**src/rtl/spr_dma.sv**
```systemverilog
// Sprite DMA engine: on a CPU write of TRIG_ADDR it copies 256 bytes from
// page {din,8'h00} to the PPU OAM data port, taking 2 cycles per byte.
// Ports:
//   clk_in, nrst_in          - clock, async active-low reset
//   cpumc_a_in/din_in/r_nw_in - snooped CPU bus (trigger detect)
//   cpumc_dout_in            - memory read data, one cycle after address
//   active_out               - DMA owns the bus (CPU held while high)
//   cpumc_a_out/d_out/r_nw_out - DMA-driven bus
module spr_dma #(
   parameter logic [15:0] TRIG_ADDR     = 16'h4014,
   parameter logic [15:0] OAM_DATA_ADDR = 16'h2004
) (
   input  logic        clk_in,
   input  logic        nrst_in,
   input  logic [15:0] cpumc_a_in,
   input  logic [7:0]  cpumc_din_in,
   input  logic        cpumc_r_nw_in,
   input  logic [7:0]  cpumc_dout_in,
   output logic        active_out,
   output logic [15:0] cpumc_a_out,
   output logic [7:0]  cpumc_d_out,
   output logic        cpumc_r_nw_out
);

   typedef enum logic [1:0] {
      IDLE  = 2'd0,
      START = 2'd1,
      READ  = 2'd2,
      WRITE = 2'd3
   } state_t;

   state_t     state_q, state_d;
   logic [7:0] page_q, page_d;
   logic [7:0] cnt_q, cnt_d;
   logic       active_q, active_d;

   always_ff @(posedge clk_in or negedge nrst_in) begin
      if (!nrst_in) begin
         state_q  <= IDLE;
         page_q   <= 8'h00;
         cnt_q    <= 8'h00;
         active_q <= 1'b0;
      end else begin
         state_q  <= state_d;
         page_q   <= page_d;
         cnt_q    <= cnt_d;
         active_q <= active_d;
      end
   end

   always_comb begin
      state_d        = state_q;
      page_d         = page_q;
      cnt_d          = cnt_q;
      cpumc_a_out    = 16'h0000;
      cpumc_d_out    = 8'h00;
      cpumc_r_nw_out = 1'b1;
      unique case (state_q)
         IDLE: begin
            if (!cpumc_r_nw_in && (cpumc_a_in == TRIG_ADDR)) begin
               state_d = START;
               page_d  = cpumc_din_in;
               cnt_d   = 8'h00;
            end
         end
         // One bus-idle cycle lets the CPU halt settle before we drive.
         START: state_d = READ;
         READ: begin
            cpumc_a_out = {page_q, cnt_q};
            state_d     = WRITE;
         end
         WRITE: begin
            cpumc_a_out    = OAM_DATA_ADDR;
            cpumc_r_nw_out = 1'b0;
            // Read data arrives the cycle after the READ address.
            cpumc_d_out    = cpumc_dout_in;
            cnt_d          = cnt_q + 8'd1;
            state_d        = (cnt_q == 8'hFF) ? IDLE : READ;
         end
         default: state_d = IDLE;
      endcase
   end

   // Registered so the CPU hold has no path from the snooped bus.
   assign active_d   = (state_d != IDLE);
   assign active_out = active_q;

endmodule

```
**config.mk**
```make
export PLATFORM = sky130hd
export DESIGN_NAME = spr_dma
export DESIGN_NICKNAME = d
export VERILOG_FILES = /design/src/rtl/spr_dma.sv
export SDC_FILE = /design/constraint.sdc
export NUM_CORES = 1
export LEC_CHECK = 0
export ABC_CLOCK_PERIOD_IN_PS = 4400
export BUFFER_PORTS_ARGS = -buffer_cell sky130_fd_sc_hd__buf_4
export CAP_MARGIN = 30
export CELL_PAD_IN_SITES_DETAIL_PLACEMENT = 0
export CELL_PAD_IN_SITES_GLOBAL_PLACEMENT = 1
export CORE_MARGIN = 10
export CORE_UTILIZATION = 29
export CTS_BUF_LIST = sky130_fd_sc_hd__clkbuf_8
export DETAILED_ROUTE_END_ITERATION = 16
export PLACE_DENSITY = 0.71
export SYNTH_ARGS = -nofsm -noshare
export SYNTH_HDL_FRONTEND = slang
export SYNTH_SLANG_ARGS = --single-unit
export TNS_END_PERCENT = 30
```
**constraint.sdc**
```tcl
create_clock -name clk_in -period 4.4 [get_ports clk_in]
set_input_delay 0.22 -clock clk_in [delete_from_list [all_inputs] [get_ports clk_in]]
set_output_delay 0.22 -clock clk_in [all_outputs]
set_load 0.03 [all_outputs]
```
== Word-level counts from Yosys, hierarchy flattened ==
Index checks and enable logic that the tools add are counted.
Word-level totals
  register bits: 19
  output and inout bits: 26
  input bits: 35
Operators by class
  eq/ne operators: 6
  reduce and logical (&&, ||, !) cells: 7
  mux-type cells: 8
  add/sub/neg operators: 1
Operators with widths (number)
  16-bit case mux with 2 select lines: 1
  16-bit by 15-bit equality test with 1-bit output, second input constant: 1
  8-bit two-way mux: 2
  8-bit case mux with 2 select lines: 1
  8-bit by 1-bit adder with 8-bit output, second input constant: 1
  8-bit equality test, second input constant: 1
  2-bit case mux with 4 select lines: 1
  2-bit equality test, second input constant: 2
  2-bit two-way mux: 2
  2-bit AND reduction: 2
  2-bit nonzero test: 2
  2-bit by 1-bit equality test with 1-bit output, second input constant: 1
  2-bit logical NOT: 1
  2-bit != test, second input constant: 1
  1-bit logical AND: 1
  1-bit logical NOT: 1
  1-bit two-way mux: 1

== Logic depth before layout (Yosys ltp) ==
  word-level depth: 5
  mapped depth: 6

== Worst setup path before layout ==
Ideal clock, no wire load.
  path kind: reg-to-reg
  start point: reg state_q[1]
  end point: reg page_q[7]
  setup slack: 2.861 ns
  clock period less this slack: 1.539 ns
  stages on the path, launching flop included: 6
  arrival: 1.414 ns
  cells stage by stage: dfrtp_1 nor4_2 nand2_1 nor2_8 buf_8 mux2_4
On the way
  cells in the longest elaborated chain, start to end: 2
Ends and longest elaborated chain
  start: declaration: line 32  | state_t state_q, state_d;
  start signal: assignment: line 44  | state_q <= state_d;
  2-bit logical NOT: line 58  | unique case (state_q)
  2-bit AND reduction (no source line)
  end signal: assignment: line 45  | page_q <= page_d;
  end: declaration: line 33  | logic [7:0] page_q, page_d;
Every way passes these cells.
A chain may end at the register's enable or synchronous reset.

== Worst setup path after layout ==
  start point: reg state_q[0]
  end point: out cpumc_a_out[11]
On the way
  cells in the longest elaborated chain, start to end: 2
Ends and longest elaborated chain
  2-bit equality test: line 58
  16-bit case mux with 2 select lines (*): line 58
  end: declaration: line 20  | output logic [15:0] cpumc_a_out,
Every way passes the cells marked *; elsewhere a longest branch is shown, timed or not.

==> results.cfg <==
[setup_path]
critical_path_arrival_ns = 1.70
ff2ff_setup_slack_ns = 2.62
cp.required_ns = 4.18
crit_path_end_kind = output port
critPathKind = reg -> out
worstSetupStartpointType = flop
worst-path-max-fanout = 15

[route]
antenna_left = 0
drtPass1Iterations = 4
drt-initial-drc-count = 38
viasPerCell = 4.775
drc = 0
num_vias = 1041
drt-total-wl_um = 3464
avgRoutedWirePerCell_um = 15.89

[placement]
place_ws_ns = 2.600
io_buffers = 60
gp_congestion = 0.7472
place_area_mm2 = 0.001598
dp.cells = 213
dp_hpwl_um = 2726

[layout]
area_growth_pct = 45.92
n_antenna_cell = 0
fin_nets = 207
finalInstanceArea_mm2 = 0.001654
drive_above_1_share_pct = 47.06
final_cells = 218

[logic_synthesis]
synthCells = 111
syn_area_per_cell_um2 = 10.21
seq_area_frac_synth_pct = 41.94
syn_nets = 147
ys_top_cells_by_count = dfrtp_1, and2_1, nand2_1, and3_1, nand3_1
synth_top_area_share_pct = 41.94
yosys_warnings = 0
syn_area_mm2 = 0.001134
netlist_top_cells_area = dfrtp_1, and2_1, and3_1, mux2_2, nand2_1
synthFlopType = dfrtp_1
yosysTopAreaCell = dfrtp_1
async_flop_share_pct = 100.0
ys_seq_elements = 19
post-synth-top-count-cell = dfrtp_1
ys_types = 33
synth_edf_count = 0

[timing]
post-route-period-util_pct = 43.56
final-hold-violation-count = 0
slew_violations = 0
setup_ws_ns = 2.484
worst_slew_pin_slew_ns = 0.4555
finalSetupTns_ns = 0
slew_headroom_pct = 69.63
grt_setup_unrepaired = false
fin_crit_ns = 1.916
final-setup-viol-count = 0
max_freq_mhz = 521.8
finClkSkew_ns = 0.0008366

[min_path]
hold_path.class = in -> reg

[power_and_ir_drop]
power.density_mw_per_mm2 = 476.6
p_leak_nw = 0.8272
ir_worst_vdd_v = 0.0002060
power.total_w = 0.0007883

[global_routing]
grt_pass1_wl_um = 5444
grt-ovfl-total = 0
grt_pass1_vias = 1115
antenna_found_initial = 0
grt_max_degree = 20
grtUsageTotal_pct = 10.22

[clock_tree]
cts_root_buf = clkbuf_8
clk_pin_slew_ns = 0.07
insertion_delay_ns = 0.25
htreeDepth = 1
cts_buffer_depth = 2
cts_buffers = 3
cts_sinks = 19
cts.repair.resized = 0
tritoncts = yes

[floorplan]
io_pins = 61
design.core.area_mm2 = 0.003716
num_rows = 22
die-area_mm2 = 0.006810
die_w_um = 82.52
initial_utilization_pct = 30.51
die_h_um = 82.52

[job]
maxCapViolCount = 0

[outcome]
status = finished clean
worst paths after layout:
| kind | startpoint | end | depth (start not counted) |
|---|---|---|---|
| setup / recovery | state_q[0]$_DFF_PN0_ | cpumc_a_out[11] | 3 |
| max in group asynchronous | nrst_in | cnt_q[7]$_DFFE_PN0P_ | 2 |
| hold reg to reg | page_q[0]$_DFFE_PN0P_ | page_q[0]$_DFFE_PN0P_ | 1 |
| min in group asynchronous | nrst_in | cnt_q[2]$_DFFE_PN0P_ | 2 |
| hold / removal | cpumc_din_in[0] | page_q[0]$_DFFE_PN0P_ | 2 |
| setup reg to reg | state_q[1]$_DFF_PN0_ | page_q[4]$_DFFE_PN0P_ | 4 |
cell usage in the layout (no fill, tap or decap), types with 2 or more instances in the layout:
| cell type | netlist | final |
|---|---|---|
| buf_4 | 0 | 60 |
| dfrtp_1 | 19 | 19 |
| and2_1 | 14 | 14 |
| nand2_1 | 12 | 12 |
| and3_1 | 9 | 9 |
| nand3_1 | 6 | 6 |
| o21ai_0 | 5 | 5 |
| o211ai_1 | 5 | 5 |
| mux2_2 | 5 | 5 |
| nor4_2 | 3 | 3 |
| or3_1 | 3 | 3 |
| clkbuf_8 | 0 | 3 |
| o21a_1 | 2 | 2 |
| or2_1 | 2 | 2 |
| mux2_1 | 2 | 2 |
| nor2b_1 | 2 | 2 |
cell type report:
cell class,count,area (um^2)
fillers,367,2062
well taps,48,60.06
inverters,1,6.256
multi-input cells,85,605.6
clock inverters,1,5.005
clock buffers,3,41.29
repair buffers,61,460.4
flip-flops and latches,19,475.5
layer usage:
layer,track usage [%],wire length (um),vias to the layer above
li1,-,-,512
met1,9.925,1227,500
met2,20.22,1959,25
met3,4.104,251,4
met4,1.171,26,0
met5,0,0,-
sequential cells by signal (all words and copies together), names as in the netlist:
name	flops
cnt_q	8
active_out	1
page_q	8
state_q	2
kinds of logic (layout without fill, tap and decap cells):
family,after synthesis,in the layout,synth area share (%)
compound gates,14,14,8.719
fa+ha+maj,1,1,1.104
flops,19,19,41.94
buf+inv,7,66,4.636
mux,9,9,9.160
simple gates,61,61,34.44
stage by stage:
step / util (%) / hold WS [ns]
global placement: 43.00 / 0.1049
finish: 44.51 / 0.1820
global route: 44.51 / 0.1814
CTS: 44.51 / 0.1762
detailed placement: 43.00 / 0.1143
floorplan: - / -0.07559
worst max-delay path, stage by stage, from the launching register on:
cell	delay, ns
dfrtp_1	0.52
and2b_1	0.55
and2_1	0.21
buf_4	0.16
power by group:
part	switching, W	internal [W]	total (W)
logic	0.000242	0.000164	0.000406
clock network	0.0000598	0.0000629	0.000123
registers	0.0000518	0.000207	0.000259
total	0.000354	0.000434	0.000788
what timing repair did:
| action | in CTS | in global routing |
|---|---|---|
| buffers inserted | 0 | 0 |
| endpoints found under the hold margin | 19 | 0 |
| hold buffers | 1 | 0 |
No activity file was read; power rests on OpenSTA's default activity.
